--- src/rtl/overflow_event_logger_pkg.sv ---
// Shared definitions for the overflow event logger and related stream blocks.
//   - evt_kind_e : record kind encoding carried on evt_kind
//   - rec_w()    : packed record width {kind, count, timestamp}
package overflow_event_logger_pkg;

  localparam int unsigned KIND_W = 2;

  typedef enum logic [KIND_W-1:0] {
    EVT_OVERFLOW = 2'd0,
    EVT_EN_RISE  = 2'd1,
    EVT_EN_FALL  = 2'd2,
    EVT_RSVD     = 2'd3
  } evt_kind_e;

  // Width of one packed event record.
  function automatic int unsigned rec_w(input int unsigned count_w, input int unsigned ts_w);
    return KIND_W + count_w + ts_w;
  endfunction

endpackage

--- src/rtl/sync_fifo_fwft.sv ---
// First-word-fall-through synchronous FIFO.
// Ports:
//   clk, rst         : clock, synchronous active-high reset (empties the FIFO)
//   i_push, i_wdata  : write request and data; ignored when full unless popping
//   i_pop            : consume head; ignored when empty
//   o_rdata          : current head (valid while !o_empty)
//   o_empty, o_full  : occupancy flags
//   o_level          : occupied entries, 0..DEPTH
module sync_fifo_fwft #(
  parameter int unsigned WIDTH = 8,
  parameter int unsigned DEPTH = 4
) (
  input  logic                       clk,
  input  logic                       rst,
  input  logic                       i_push,
  input  logic [WIDTH-1:0]           i_wdata,
  input  logic                       i_pop,
  output logic [WIDTH-1:0]           o_rdata,
  output logic                       o_empty,
  output logic                       o_full,
  output logic [$clog2(DEPTH):0]     o_level
);

  localparam int unsigned AW = (DEPTH > 1) ? $clog2(DEPTH) : 1;
  localparam int unsigned LW = $clog2(DEPTH) + 1;

  logic [WIDTH-1:0] r_mem [DEPTH];
  logic [AW-1:0]    r_wr_ptr;
  logic [AW-1:0]    r_rd_ptr;
  logic [LW-1:0]    r_level;

  logic w_do_pop;
  logic w_do_push;

  assign o_empty   = (r_level == '0);
  assign o_full    = (r_level == LW'(DEPTH));
  assign o_level   = r_level;
  assign o_rdata   = r_mem[r_rd_ptr];

  // A pop frees the head slot in the same cycle, so a full FIFO can still accept.
  assign w_do_pop  = i_pop & ~o_empty;
  assign w_do_push = i_push & (~o_full | w_do_pop);

  // Storage carries no reset; occupancy is tracked by r_level alone.
  always_ff @(posedge clk) begin
    if (w_do_push) begin
      r_mem[r_wr_ptr] <= i_wdata;
    end
  end

  // Pointers wrap naturally because DEPTH is a power of two.
  always_ff @(posedge clk) begin
    if (rst) begin
      r_wr_ptr <= '0;
      r_rd_ptr <= '0;
      r_level  <= '0;
    end else begin
      if (w_do_push) r_wr_ptr <= r_wr_ptr + AW'(1);
      if (w_do_pop)  r_rd_ptr <= r_rd_ptr + AW'(1);
      case ({w_do_push, w_do_pop})
        2'b10:   r_level <= r_level + LW'(1);
        2'b01:   r_level <= r_level - LW'(1);
        default: r_level <= r_level;
      endcase
    end
  end

endmodule

--- src/rtl/overflow_event_logger.sv ---
// Logs overflow rising edges and enable rise/fall transitions of a counter.
// Each event is stamped with a free-running timestamp and a count snapshot
// and queued in an FWFT FIFO drained over a valid/ready stream.
// Ports:
//   clk, rst       : clock, synchronous active-high reset
//   count_in       : counter value snapshot source
//   overflow_in    : counter overflow flag
//   enable_in      : counter enable
//   evt_valid      : head record present
//   evt_ready      : consumer accepts head
//   evt_kind       : 0=OVERFLOW, 1=EN_RISE, 2=EN_FALL
//   evt_count      : count_in at the event cycle
//   evt_timestamp  : timestamp at the event cycle
//   drop_count     : saturating count of lost events
//   fifo_level     : occupied FIFO entries
module overflow_event_logger
  import overflow_event_logger_pkg::*;
#(
  parameter int unsigned COUNT_WIDTH = 8,
  parameter int unsigned TS_WIDTH    = 16,
  parameter int unsigned DEPTH       = 4
) (
  input  logic                       clk,
  input  logic                       rst,
  input  logic [COUNT_WIDTH-1:0]     count_in,
  input  logic                       overflow_in,
  input  logic                       enable_in,
  output logic                       evt_valid,
  input  logic                       evt_ready,
  output logic [1:0]                 evt_kind,
  output logic [COUNT_WIDTH-1:0]     evt_count,
  output logic [TS_WIDTH-1:0]        evt_timestamp,
  output logic [7:0]                 drop_count,
  output logic [$clog2(DEPTH):0]     fifo_level
);

  localparam int unsigned REC_W = rec_w(COUNT_WIDTH, TS_WIDTH);

  logic [TS_WIDTH-1:0] r_ts;
  logic                r_ovf_q;
  logic                r_en_q;
  logic [7:0]          r_drop;

  logic                w_ovf_rise;
  logic                w_en_rise;
  logic                w_en_fall;
  logic [1:0]          w_n_evt;
  logic                w_any_evt;
  evt_kind_e           w_kind;
  logic                w_pop;
  logic                w_full;
  logic                w_empty;
  logic                w_push_ok;
  logic [1:0]          w_loss;
  logic [8:0]          w_drop_sum;
  logic [REC_W-1:0]    w_wrec;
  logic [REC_W-1:0]    w_head;

  assign w_ovf_rise = overflow_in & ~r_ovf_q;
  assign w_en_rise  = enable_in & ~r_en_q;
  assign w_en_fall  = ~enable_in & r_en_q;

  // en_rise and en_fall are exclusive, so at most two events per cycle.
  assign w_n_evt    = 2'(w_ovf_rise) + 2'(w_en_rise) + 2'(w_en_fall);
  assign w_any_evt  = (w_n_evt != 2'd0);

  // Priority select: OVERFLOW > EN_RISE > EN_FALL.
  always_comb begin
    w_kind = EVT_OVERFLOW;
    if (w_ovf_rise)     w_kind = EVT_OVERFLOW;
    else if (w_en_rise) w_kind = EVT_EN_RISE;
    else if (w_en_fall) w_kind = EVT_EN_FALL;
  end

  assign evt_valid  = ~w_empty;
  assign w_pop      = evt_valid & evt_ready;
  assign w_push_ok  = w_any_evt & (~w_full | w_pop);

  // Losses: lower-priority collisions plus a rejected push.
  assign w_loss     = (w_any_evt ? (w_n_evt - 2'd1) : 2'd0) + 2'(w_any_evt & ~w_push_ok);
  assign w_drop_sum = 9'(r_drop) + 9'(w_loss);

  assign w_wrec     = {w_kind, count_in, r_ts};

  // Edge registers reload from the live inputs in reset so release is event-free.
  always_ff @(posedge clk) begin
    if (rst) begin
      r_ts    <= '0;
      r_ovf_q <= overflow_in;
      r_en_q  <= enable_in;
      r_drop  <= '0;
    end else begin
      r_ts    <= r_ts + TS_WIDTH'(1);
      r_ovf_q <= overflow_in;
      r_en_q  <= enable_in;
      r_drop  <= w_drop_sum[8] ? 8'hFF : w_drop_sum[7:0];
    end
  end

  sync_fifo_fwft #(
    .WIDTH (REC_W),
    .DEPTH (DEPTH)
  ) u_fifo (
    .clk     (clk),
    .rst     (rst),
    .i_push  (w_push_ok),
    .i_wdata (w_wrec),
    .i_pop   (w_pop),
    .o_rdata (w_head),
    .o_empty (w_empty),
    .o_full  (w_full),
    .o_level (fifo_level)
  );

  // Head fields read as zero while the queue is empty.
  assign {evt_kind, evt_count, evt_timestamp} = evt_valid ? w_head : '0;
  assign drop_count = r_drop;

endmodule

--- config.mk ---
export PLATFORM = sky130hd
export DESIGN_NAME = overflow_event_logger
export DESIGN_NICKNAME = d
export VERILOG_FILES = /design/src/rtl/overflow_event_logger_pkg.sv /design/src/rtl/sync_fifo_fwft.sv /design/src/rtl/overflow_event_logger.sv
export SDC_FILE = /design/constraint.sdc
export NUM_CORES = 1
export LEC_CHECK = 0
export CAP_MARGIN = 20
export CORE_MARGIN = 1.5
export CORE_UTILIZATION = 44
export DETAILED_ROUTE_END_ITERATION = 16
export PLACE_DENSITY = 0.67
export SETUP_SLACK_MARGIN = 0.15
export SLEW_MARGIN = 20
export SYNTH_ARGS = -nofsm -noshare
export SYNTH_HDL_FRONTEND = slang
export SYNTH_HIERARCHICAL = 1
export SYNTH_SLANG_ARGS = --single-unit
--- constraint.sdc ---
create_clock -name clk -period 5.25 [get_ports clk]
set_input_delay 1.575 -clock clk [delete_from_list [all_inputs] [get_ports clk]]
set_output_delay 1.575 -clock clk [all_outputs]
set_load 0.03 [all_outputs]
; ---- After elaboration in Yosys (flattened, before gate mapping)
; Memories as Yosys holds them, arrays and structs flattened. A register that Yosys moved wholly into a read port is not among the register bits.
; Index checks and enable logic that the tools add are counted.
[totals]
romBits = 0
output_inout_bits = 38
register_bits = 33
ramBits = 104
memories = 1
latch_bits = 0
[mem_list]
columns = memory, depth, word_bits, read_ports, rd_ports_with_merged_regs, write_ports, line_no
row1 = u_fifo.r_mem, 4, 26, 1, 1, 1, sync_fifo_fwft.sv:27  ; logic [WIDTH-1:0] r_mem [DEPTH];
[classes]
n_reduce_logical = 3
mux = 11
addsub = 10
div = 0
order_cmp = 0
shift = 0
eq_ne = 3
mul = 0
bitwise = 16
[ops]
columns = operator, n
row1 = $mux W26, 1
row2 = $add A16 B1 Y16 const B, 1
row3 = $mux W2, 6
row4 = $add A8 B2 Y9, 1
row5 = $mux W8, 1
row6 = $and A1 B1 Y1, 7
row7 = $pmux W3 S2, 1
row8 = $not A1 Y1, 5
row9 = $add A2 B1 Y2 const B, 2
row10 = $reduce_bool A2 Y1, 2
row11 = $add A3 B1 Y3 const B, 1
row12 = $eq A3 B3 Y1 const B, 1
row13 = $logic_not A3 Y1, 1
row14 = $sub A3 B1 Y3 const B, 1
row15 = $add A1 B1 Y2, 1
row16 = $add A2 B1 Y2, 1
row17 = $add A2 B2 Y2, 1
row18 = $and A1 B2 Y2, 1
row19 = $eq A2 B1 Y1 const B, 1
row20 = $eq A2 B2 Y1 const B, 1
row21 = $mux W1, 2
row22 = $not A1 Y2, 1
row23 = $or A1 B1 Y1, 2
row24 = $sub A2 B1 Y2 const B, 1

; ---- Longest topological paths before layout
; Gate-level depths: netlist of the first run.
[depth]
word_depth = 11
mapped_depth = 11
ltp_nobuf = 10

; ---- Modules after synthesis
; Netlist of the first run, hierarchy kept.
[modules_own_cells]
columns = mod, area_per_inst_um2, cells_each, seq_area_each_um2, n_inst
row1 = sync_fifo_fwft, 4341.7, 203, 3303.2, 1
row2 = overflow_event_logger, 1438.9, 169, 520.5, 1

; ---- Worst setup path after synthesis of the first run
; No wires, ideal clock.
[synth_timing]
path_type = input to register
start = in overflow_in
end = reg r_drop[7], in the netlist drop_count[7]
path_slack_ns = 1.137
path_buffers = 0
t_arrival_ns = 3.997
required_time_ns = 5.134
stages = 9
path_cell_list = nor2b_1 > inv_1 > fa_1 > nor2b_1 > ha_1 > ha_1 > fa_1 > or4_1 > o211a_1
[synth_via]
elab_chain_cells = 10
word_cells_on_any_way = 12
[synth_rtl]
columns = item, line_no
row1 = "start, declared", overflow_event_logger.sv:26  ; input logic overflow_in,
row2 = $and A1 B1 Y1 *, overflow_event_logger.sv:59  ; assign w_ovf_rise = overflow_in & ~r_ovf_q;
row3 = $add A1 B1 Y2 *, overflow_event_logger.sv:64  ; assign w_n_evt = 2'(w_ovf_rise) + 2'(w_en_rise) + 2'(w_en_fall);
row4 = $add A2 B1 Y2 *, overflow_event_logger.sv:64
row5 = branches (longest 4 deep; another with $sub A2 B1 Y2), -
row6 = $add A2 B2 Y2 *, overflow_event_logger.sv:80  ; assign w_loss = (w_any_evt ? (w_n_evt - 2'd1) : 2'd0) + 2'(w_any_evt & ~w_push_ok);
row7 = $add A8 B2 Y9 *, overflow_event_logger.sv:81  ; assign w_drop_sum = 9'(r_drop) + 9'(w_loss);
row8 = $mux W8 *, overflow_event_logger.sv:96  ; r_drop <= w_drop_sum[8] ? 8'hFF : w_drop_sum[7:0];
row9 = "end signal, assigned", overflow_event_logger.sv:96
row10 = "end, declared", overflow_event_logger.sv:42  ; logic [7:0] r_drop;
; Every way passes the cells marked *.
; A chain may end at the register's enable or synchronous reset.

; ---- Worst setup path in the final report of the first run
; Same ends and word-level chain as after synthesis.

==> results of run 1 <==
## final cells by class
class	count	area, um^2	area share (%)
Multi-Input combinational cell	199	1790	24.9
Tap cell	172	215	2.99
Clock inverter	13	223	3.10
Inverter	17	63.8	0.888
Timing Repair Buffer	60	626	8.70
Sequential cell	139	3820	53.2
Clock buffer	19	443	6.16
## stage by stage
step | area, um^2 | setup slack (ns) | total power [mW] | hold slack [ns] | utilization [%]
detailed placement | 6520 | 0.488 | 1.92 | 0.512 | 51.3
global route | 7190 | 0.774 | 3.34 | 0.542 | 56.5
global placement | 6520 | 0.588 | 1.91 | 0.502 | 51.3
floorplan | 5780 | 1.14 | 1.70 | 0.475 | -
finish | 7190 | 0.931 | 3.22 | 0.525 | 56.5
CTS | 7190 | 0.945 | 3.25 | 0.524 | 56.5
## final timing paths
path	startpoint	endpoint	slack (ns)
min	u_fifo/r_rd_ptr[1]	register	0.53
max	overflow_in	drop_count[7]	0.93
min reg2reg	u_fifo/r_rd_ptr[1]	register	0.53
max reg2reg	r_ovf_q	drop_count[7]	2.29
## registers in the layout (all words and copies together), names as in the netlist, named ones only
register	cells
r_ovf_q	1
drop_count	8
u_fifo/r_rd_ptr	2
r_ts	16
u_fifo/r_mem	104
r_en_q	1
u_fifo/r_wr_ptr	2
u_fifo/o_level	3
## synthesized netlist by cell type (2+ instances only)
cell type / instances
sky130_fd_sc_hd__ha_1: 8
sky130_fd_sc_hd__nand4_1: 3
sky130_fd_sc_hd__a31oi_1: 3
sky130_fd_sc_hd__mux2_1: 2
sky130_fd_sc_hd__buf_2: 6
sky130_fd_sc_hd__nor2b_1: 34
sky130_fd_sc_hd__dfxtp_1: 35
sky130_fd_sc_hd__o21ai_0: 5
sky130_fd_sc_hd__nor4_1: 5
sky130_fd_sc_hd__and2_1: 4
sky130_fd_sc_hd__nor3_1: 3
sky130_fd_sc_hd__edfxtp_1: 104
sky130_fd_sc_hd__mux4_2: 26
sky130_fd_sc_hd__xnor2_1: 3
sky130_fd_sc_hd__mux2_2: 4
sky130_fd_sc_hd__clkbuf_1: 3
sky130_fd_sc_hd__xor2_1: 6
sky130_fd_sc_hd__a21oi_1: 14
sky130_fd_sc_hd__inv_1: 17
sky130_fd_sc_hd__buf_6: 4
sky130_fd_sc_hd__o31ai_1: 5
sky130_fd_sc_hd__nor2_1: 18
sky130_fd_sc_hd__o211a_1: 2
sky130_fd_sc_hd__or4_1: 5
sky130_fd_sc_hd__or3_1: 5
sky130_fd_sc_hd__nand2b_1: 7
sky130_fd_sc_hd__nand3_1: 11
sky130_fd_sc_hd__buf_1: 2
sky130_fd_sc_hd__o211ai_1: 2
sky130_fd_sc_hd__fa_1: 3
sky130_fd_sc_hd__nand2_1: 6
## routing by layer
layer | track usage [%] | vias up | routed length [um]
met5 | 0 | - | 0
met4 | 7.70 | 0 | 217
met3 | 4.02 | 20 | 370
met2 | 24.6 | 66 | 4890
met1 | 20.5 | 1568 | 4620
li1 | - | 1534 | -
## power by group
group | switching [mW] | leakage, nW | internal [mW] | total [mW]
logic | 0.314 | 0.852 | 0.243 | 0.557
clock network | 0.432 | 0.320 | 0.899 | 1.33
registers | 0.0410 | 1.25 | 1.29 | 1.33
## cell families after synthesis
| logic type | count (synthesis) | share of synthesized area (%) |
|---|---|---|
| flops | 139 | 66.1 |
| simple gates | 109 | 11.0 |
| compound gates | 37 | 4.33 |
| buf+inv | 34 | 2.94 |
| mux | 33 | 11.5 |
| fa+ha+maj | 11 | 2.77 |
| xor+xnor | 9 | 1.36 |
## worst max-delay path: cells and delay by family
family / cells / cell delay (ns)
buffers and inverters: 2 / 0.55
and+or+nand+nor: 3 / 0.91
AOI/OAI and AO/OA: 1 / 0.13
adders and majority gates: 4 / 1.46
==> impl_metrics.ini, run 1 <==
[pwr]
power_density_nw_per_um2 = 448
power.static_leakage_nw = 2.42
ir_drop_mv = 0.185

[clock_tree]
cts_made_buffers = 17
number_of_post_cts_setup_repair_buffers = 0
cts_hold_buf = 0
postCtsResizedCells = 0
clk_path_buf_depth = 2
cts-root-buf = sky130_fd_sc_hd__clkbuf_16
cts.reportedPaths.clkPinSlew_ns = 0.06
tritoncts = done
worst_skew_pair.late_latency_ns = 0.41
cts-htree-levels = 4
cts_num_sinks = 139

[die]
core.rowCount = 41
start_util_pct = 45.4
pin_count = 51
fp.dieH_um = 118
die_area_um2 = 13800
floorplan.die.width_um = 118
floorplan.core_area_um2 = 12700

[yosys]
postSynthAreaPerCell_um2 = 15.5
synth.net_count = 396
sequential_share_of_the_synthesized_area_pct = 66.1
synth-async-reset-ratio_pct = 0
netlist-cell-type-count = 48
synthesized_netlist_cell_count = 372
number_of_enable_flip_flop_cells_after_synthesis = 104
yosys_warnings = 6
synthTopCellsByArea = sky130_fd_sc_hd__edfxtp_1 (54%), sky130_fd_sc_hd__dfxtp_1 (12%), sky130_fd_sc_hd__mux4_2 (10%)
yosys_most_used_dff = sky130_fd_sc_hd__edfxtp_1
synth_seq_cells = 139
synth_top_area_share_pct = 54.0
netlist.top_cell.by_area = sky130_fd_sc_hd__edfxtp_1
syn-cell-area_um2 = 5780

[grt]
grt_pass1_vias = 3267
grt_max_degree = 29
grt_use_total_pct = 15.7
grt_overflow = 0
antenna_violations_before_repair = 0
grt_pass1_wl_mm = 16.8

[finish]
diodes = 0
leading_cell_type_in_the_layout_fill_and_taps_excluded = sky130_fd_sc_hd__edfxtp_1
layout_common_cells = sky130_fd_sc_hd__edfxtp_1 (104), sky130_fd_sc_hd__clkdlybuf4s50_1 (50), sky130_fd_sc_hd__nor2b_1 (34), sky130_fd_sc_hd__dfxtp_1 (34), sky130_fd_sc_hd__mux4_2 (26)
num-fill-cells = 1033
syn_to_final_growth_pct = 24.3
ratio_of_cells_with_drive_above_1_in_the_final_layout_pct = 17.4
final-instance-count-excl-fill = 619
post_layout_net_count = 458

[place]
placed_cells_incl_taps = 587
place.port_buffers = 50
routabilityCongestion = 0.735
place.detailed.hpwl_mm = 6.22

[routing]
totalWireLength_mm = 10.1
route.detailed.drc = 0
wl_per_cell_um = 16.3
detailroute.via_count = 3188
post_drt_via_cell_ratio = 5.15
detailedRoute.firstPassIterationCount = 4
first_iter_violations = 263
number_of_nets_with_antenna_violations_after_routing = 0

[sta]
hold_viol_final = 0
rsz0062_at_grt = false
tns_ns = 0
setup_viol_count_final = 0
worst-slew-pin-transition_ns = 0.974
timing.final.max_slew_violations = 0
final.setup_skew_ns = 0.00640
min_period_over_period_pct = 82.3
highest_clock_frequency_the_design_can_meet_ghz = 0.232
post-route-min-period_ns = 4.32
worst_slew_margin_rel_pct = 34.9

[critical_path]
timing.critical_path.from_type = input pin
worstPathArrival_ns = 4.63
setup.worst_path.end_class = register
timing.critical_path.slowest_stage_cell = sky130_fd_sc_hd__fa_1
worst-setup-path-type = input pin to register
worst-r2r-cell-count = 9
cp_data_required_time_ns = 5.56
critical_path_peak_fanout = 4
worst_path_largest_cell_delay_ns = 0.57
cp_cell_sequence = clkdlybuf4s50_1 -> nor2b_1 -> inv_1 -> fa_1 -> nor2b_1 -> ha_1 -> ha_1 -> fa_1 -> or4_1 -> o211a_1

[worst_hold_path]
min_delay_path_depth = 2
hold_class = register to register

[flow_run]
drv_cap = 0

[run_status]
outcome = finished clean
No activity file was read; power rests on OpenSTA's default activity.
==> run 2: changes to the inputs <==
--- a/config.mk
+++ b/config.mk
@@ -9,7 +9,7 @@
 export CORE_MARGIN = 1.5
 export CORE_UTILIZATION = 44
 export DETAILED_ROUTE_END_ITERATION = 16
-export PLACE_DENSITY = 0.67
+export PLACE_DENSITY = 0.69
 export SETUP_SLACK_MARGIN = 0.15
 export SLEW_MARGIN = 20
 export SYNTH_ARGS = -nofsm -noshare
==> constraint.sdc (replaced) <==
create_clock -name clk -period 3.8 [get_ports clk]
set_input_delay 1.14 -clock clk [delete_from_list [all_inputs] [get_ports clk]]
set_output_delay 1.14 -clock clk [all_outputs]
set_load 0.03 [all_outputs]
==> run 2 against run 1 <==
Cell count grew 1.3%. Global-route usage grew 0.47 points. Critical path depth shrank 6. Clock power grew 26%. Largest power group unchanged. Die area is the same. Register-to-register slack lost 1.4 ns. Cell area grew 1.5%. Clock skew grew 0.0038 ns. Largest cell class unchanged. Sequential power grew 38%.
==> impl_metrics.ini, run 2 (synthesis gave the netlist of run 1 again) <==
[critical_path]
timing.critical_path.from_type = register
critical_path_peak_fanout = 18
timing.critical_path.slowest_stage_cell = sky130_fd_sc_hd__dfxtp_1
worst-r2r-cell-count = 10
regToRegEndpoint = drop_count[7]
cp_data_required_time_ns = 2.66
cp_cell_sequence = buf_12 -> mux4_2 -> nor2b_1 -> clkdlybuf4s50_1
worstPathArrival_ns = 2.39
reg2reg_from = u_fifo/o_level[1]
crit_family = buffers and inverters
worst_path_largest_cell_delay_ns = 0.67
setup.worst_path.end_class = output port
worst-setup-path-type = register to output port
rrSetupSlack_ns = 0.89
timing.critical_path.buf_inv = 2

[finish]
layout_common_cells = sky130_fd_sc_hd__edfxtp_1 (104), sky130_fd_sc_hd__clkdlybuf4s50_1 (48), sky130_fd_sc_hd__dfxtp_1 (34)
syn_to_final_growth_pct = 26.3
final-instance-count-excl-fill = 627
num-fill-cells = 1011
multiInputGateArea_um2 = 1850
ratio_of_cells_with_drive_above_1_in_the_final_layout_pct = 20.9
register_area_um2 = 3830
fin_util_pct = 57.4
largest_reg_flops = 104
post_layout_net_count = 466
max_flop_register = u_fifo/r_mem
post-route-cell-area_um2 = 7300
leading_cell_type_in_the_layout_fill_and_taps_excluded = sky130_fd_sc_hd__edfxtp_1
diodes = 0

[grt]
grt_pass1_wl_mm = 17.2
grt_use_total_pct = 16.2
grt_pass1_vias = 3369
grt_overflow = 0
grt_max_degree = 39
antenna_violations_before_repair = 0

[clock_tree]
cts_num_sinks = 139
worst_skew_pair.late_latency_ns = 0.41
cts.reportedPaths.clkPinSlew_ns = 0.06
cts-htree-levels = 4
cts_hold_buf = 0
cts_made_buffers = 17
clk_path_buf_depth = 2
cts-root-buf = sky130_fd_sc_hd__clkbuf_16
tritoncts = done

[pwr]
power.static_leakage_nw = 2.47
sequential_share_of_power_pct = 42.6
report.power.total_mw = 4.33
share_clk_of_total_power_pct = 38.9
power_report.internal_total_mw = 3.24
comb_pwr_share_pct = 18.5
sw_frac_of_total_pct = 25.1
power.net_switching_mw = 1.09
ir_drop_mv = 0.304
power_density_nw_per_um2 = 593

[place]
place.detailed.hpwl_mm = 6.32
pre_cts_ws_ns = -0.515
place.port_buffers = 50
routabilityCongestion = 0.729
placement.cell_area_um2 = 6590
placed_cells_incl_taps = 592

[routing]
detailedRoute.firstPassIterationCount = 4
totalWireLength_mm = 10.4
route.detailed.drc = 0
first_iter_violations = 256
detailroute.via_count = 3248
wl_per_cell_um = 16.7
number_of_nets_with_antenna_violations_after_routing = 0
post_drt_via_cell_ratio = 5.18

[run_status]
outcome = finished clean

[die]
die_area_um2 = 13800
fp.dieH_um = 118
start_util_pct = 45.4
pin_count = 51
floorplan.core_area_um2 = 12700
floorplan.die.width_um = 118
core.rowCount = 41

[sta]
slack_of_the_critical_path_ns = 0.267
rsz0062_at_grt = false
final.setup_skew_ns = 0.0102
setup_viol_count_final = 0
min_period_over_period_pct = 93.0
highest_clock_frequency_the_design_can_meet_ghz = 0.283
tns_ns = 0
worst-slew-pin-transition_ns = 0.552
worst_slew_margin_rel_pct = 63.1
hold_slack_ns = 0.539
timing.final.max_slew_violations = 0
hold_viol_final = 0
post-route-min-period_ns = 3.53

[worst_hold_path]
hold_class = register to register
timing.hold.worst_endpoint = u_fifo/r_wr_ptr[1]
min_delay_path_depth = 2
min-delay-start = u_fifo/r_wr_ptr[1]

[flow_run]
drv_cap = 0
==> run 2: cell count changes in the layout (fill, tap and decap cells not counted), sizes merged <==
cell / previous run / this run
clkinvlp: 2 / 1
buf: 10 / 18
dlymetal6s2s: 0 / 2
inv: 17 / 20
bufinv: 6 / 2
clkinv: 5 / 2
clkdlybuf4s50: 50 / 48
clkbuf: 19 / 24
==> run 2: worst max path at each step <==
stage,start,end,slack (ns),cells after the start
4_1_cts,overflow_in,drop_count[7],0.15,10
5_1_grt,register,evt_timestamp[12],0.16,4
6_report,register,evt_count[1],0.27,4
2_1_floorplan,overflow_in,drop_count[7],0.18,9
3_5_place_dp,overflow_in,drop_count[7],-0.51,10
3_3_place_gp,overflow_in,drop_count[7],-0.43,10
==> run 2: layout make-up <==
type / count / share of cell area, %
multi-input cells: 199 / 25.4
clock inverters: 8 / 1.37
flip-flops and latches: 139 / 52.4
repair buffers: 68 / 9.81
clock buffers: 24 / 7.18
well taps: 172 / 2.95
inverters: 17 / 0.874
==> run 2: power by group through the flow <==
stage                     Clock (mW)  Combinational (mW)  Sequential (mW)
final                           1.68               0.800             1.84
after CTS                       1.71               0.814             1.85
after detailed placement           0               0.802             1.87
after floorplan                    0               0.492             1.86
after global routing            1.78               0.860             1.86
after global placement             0               0.792             1.87
==> run 2: what timing repair did <==
| item | 4_1_cts | 5_1_grt |
|---|---|---|
| buffers inserted | 1 | 2 |
| resized for setup | 9 | 5 |
| pin swaps | 5 | 3 |
| setup endpoints to repair | 10 | 7 |
==> run 2: metal layers <==
metal	routed length (um)	part of all wire (%)	up-vias	global-route usage (%)
met5	0	0	-	0
met4	73	0.70	0	4.34
met3	453	4.3	6	5.86
met2	5350	51	66	27.8
met1	4580	44	1615	19.3
li1	-	-	1561	-
==> run 2: worst register-to-register path: cells and delay by family, from the launching register on <==
family	cells	cell delay [ns]
AO/OA/AOI/OAI	2	0.30
adder cells (fa/ha/maj)	3	0.75
AND/OR/NAND/NOR	4	1.12
buffers and inverters	1	0.23
flip-flops	1	0.41
==> run 3: changes to the inputs <==
--- a/config.mk
+++ b/config.mk
@@ -6,10 +6,11 @@
 export NUM_CORES = 1
 export LEC_CHECK = 0
 export CAP_MARGIN = 20
+export CORE_ASPECT_RATIO = 1.25
 export CORE_MARGIN = 1.5
-export CORE_UTILIZATION = 44
+export CORE_UTILIZATION = 45
 export DETAILED_ROUTE_END_ITERATION = 16
-export PLACE_DENSITY = 0.69
+export PLACE_DENSITY = 0.7
 export SETUP_SLACK_MARGIN = 0.15
 export SLEW_MARGIN = 20
 export SYNTH_ARGS = -nofsm -noshare
==> run 3 against run 2 <==
Cell area decreased by 0.63%. Via count is 0.12% lower. Sequential share of layout area grew 0.30 points. Combinational power decreased by 2%. Clock skew down 0.0035 ns. Hold slack worse by 0.022 ns. Sequential cell count is the same. Maximum frequency increased by 1.9%. Register-to-register slack improved by 0.03 ns.
==> impl_metrics.ini, run 3 (synthesis gave the netlist of run 1 again) <==
[clock_tree]
cts_num_sinks = 139
tritoncts = done
cts-htree-levels = 4
cts-root-buf = sky130_fd_sc_hd__clkbuf_16
cts_made_buffers = 17
worst_skew_pair.late_latency_ns = 0.41
clk_path_buf_depth = 2
cts.reportedPaths.clkPinSlew_ns = 0.06

[critical_path]
timing.critical_path.slowest_stage_cell = sky130_fd_sc_hd__fa_1
critical_path_peak_fanout = 4
timing.critical_path.from_type = input pin
rrSetupSlack_ns = 0.92
cp_data_required_time_ns = 4.10
timing.critical_path.buf_inv = 1
worstPathArrival_ns = 3.77
worst-r2r-cell-count = 8
worst_path_largest_cell_delay_ns = 0.57
reg2reg_from = r_en_q
worst-setup-path-type = input pin to register
cp_cell_sequence = dlygate4sd2_1 -> nand2b_4 -> fa_1 -> nor2b_1 -> ha_1 -> ha_4 -> fa_2 -> or4_1 -> o211a_1
regToRegEndpoint = drop_count[7]
setup.worst_path.end_class = register
crit_family = adder cells

[sta]
slack_of_the_critical_path_ns = 0.334
rsz0062_at_grt = false
final.setup_skew_ns = 0.00666
highest_clock_frequency_the_design_can_meet_ghz = 0.289
timing.final.max_slew_violations = 0
hold_viol_final = 0
min_period_over_period_pct = 91.2
setup_viol_count_final = 0
post-route-min-period_ns = 3.47
worst_slew_margin_rel_pct = 51.2
worst-slew-pin-transition_ns = 0.730
tns_ns = 0

[routing]
detailedRoute.firstPassIterationCount = 4
wl_per_cell_um = 16.6
number_of_nets_with_antenna_violations_after_routing = 0
detailroute.via_count = 3244
post_drt_via_cell_ratio = 5.22
route.detailed.drc = 0
totalWireLength_mm = 10.3
first_iter_violations = 153

[finish]
diodes = 0
layout_common_cells = sky130_fd_sc_hd__edfxtp_1 (104), sky130_fd_sc_hd__clkdlybuf4s50_1 (48), sky130_fd_sc_hd__dfxtp_1 (34)
leading_cell_type_in_the_layout_fill_and_taps_excluded = sky130_fd_sc_hd__edfxtp_1
post-route-cell-area_um2 = 7250
post_layout_net_count = 464
max_flop_register = u_fifo/r_mem
largest_reg_flops = 104
syn_to_final_growth_pct = 25.5
fin_util_pct = 57.5
ratio_of_cells_with_drive_above_1_in_the_final_layout_pct = 19.9
num-fill-cells = 968

[die]
pin_count = 51
start_util_pct = 45.9
floorplan.core_area_um2 = 12600
floorplan.die.width_um = 104
fp.dieH_um = 130
core.rowCount = 46
die_area_um2 = 13500

[worst_hold_path]
hold_class = register to register
min_delay_path_depth = 2
timing.hold.worst_endpoint = u_fifo/r_wr_ptr[1]
min-delay-start = u_fifo/r_wr_ptr[1]

[run_status]
outcome = finished clean

[grt]
grt_overflow = 0
grt_pass1_vias = 3386
grt_max_degree = 28
grt_pass1_wl_mm = 17.0
grt_use_total_pct = 16.4
antenna_violations_before_repair = 0

[place]
routabilityCongestion = 0.784
placement.cell_area_um2 = 6560
place.detailed.hpwl_mm = 6.13
place.port_buffers = 50
pre_cts_ws_ns = -0.408

[pwr]
power.static_leakage_nw = 2.45
power_density_nw_per_um2 = 606
report.power.total_mw = 4.39
ir_drop_mv = 0.332

[flow_run]
drv_cap = 0
==> run 3: what timing repair did <==
item                       CTS  global route
gates resized for setup      8             0
setup buffers                2             0
hold buffers                 0             0
setup endpoints to repair    2             0
==> run 3: how the worst max path moves through the flow <==
stage          cells past startpoint        start       endpoint  slack, ns
2_1_floorplan                      9  overflow_in  drop_count[7]       0.18
3_3_place_gp                      10  overflow_in  drop_count[7]      -0.32
3_5_place_dp                      10  overflow_in  drop_count[7]      -0.41
4_1_cts                            4     register    evt_kind[1]       0.32
5_1_grt                           10    enable_in  drop_count[7]       0.26
6_report                           9    enable_in  drop_count[7]       0.33
==> run 3: cell type report <==
class	instances	area, um^2	share of cell area (%)
flip-flops and latches	139	3820	52.7
multi-input cells	199	1830	25.2
repair buffers	66	681	9.39
clock buffers	17	425	5.87
clock inverters	15	221	3.05
well taps	168	210	2.90
inverters	17	63.8	0.880
==> run 3: power breakdown <==
part / leakage (nW) / internal, mW / total [mW] / switching (mW)
clock: 0.307 / 1.16 / 1.77 / 0.606
sequential: 1.25 / 1.78 / 1.84 / 0.0545
combinational: 0.891 / 0.345 / 0.784 / 0.439
total: 2.45 / 3.29 / 4.39 / 1.10
==> run 3: worst reg2reg max path, stage by stage, from the launching register on <==
cell and delay, ns:
sky130_fd_sc_hd__dfxtp_1 0.33, sky130_fd_sc_hd__nand2b_1 0.19, sky130_fd_sc_hd__fa_1 0.61, sky130_fd_sc_hd__nor2b_1 0.15, sky130_fd_sc_hd__ha_1 0.27, sky130_fd_sc_hd__ha_4 0.18
sky130_fd_sc_hd__fa_2 0.42, sky130_fd_sc_hd__or4_1 0.49, sky130_fd_sc_hd__o211a_1 0.14
==> run 3: routing by layer <==
metal	GRT usage [%]	up-vias	routed length [um]
met1	18.4	1627	4150
met3	3.75	12	354
met5	0	-	0
li1	-	1546	-
met4	6.29	0	146
met2	30.6	59	5670
==> run 3: metrics by stage <==
| step | instances | hold slack [ns] |
|---|---|---|
| after floorplan | 372 | 0.475 |
| after global placement | 587 | 0.497 |
| after detailed placement | 587 | 0.508 |
| after CTS | 621 | 0.522 |
| after global routing | 621 | 0.556 |
| final | 621 | 0.517 |
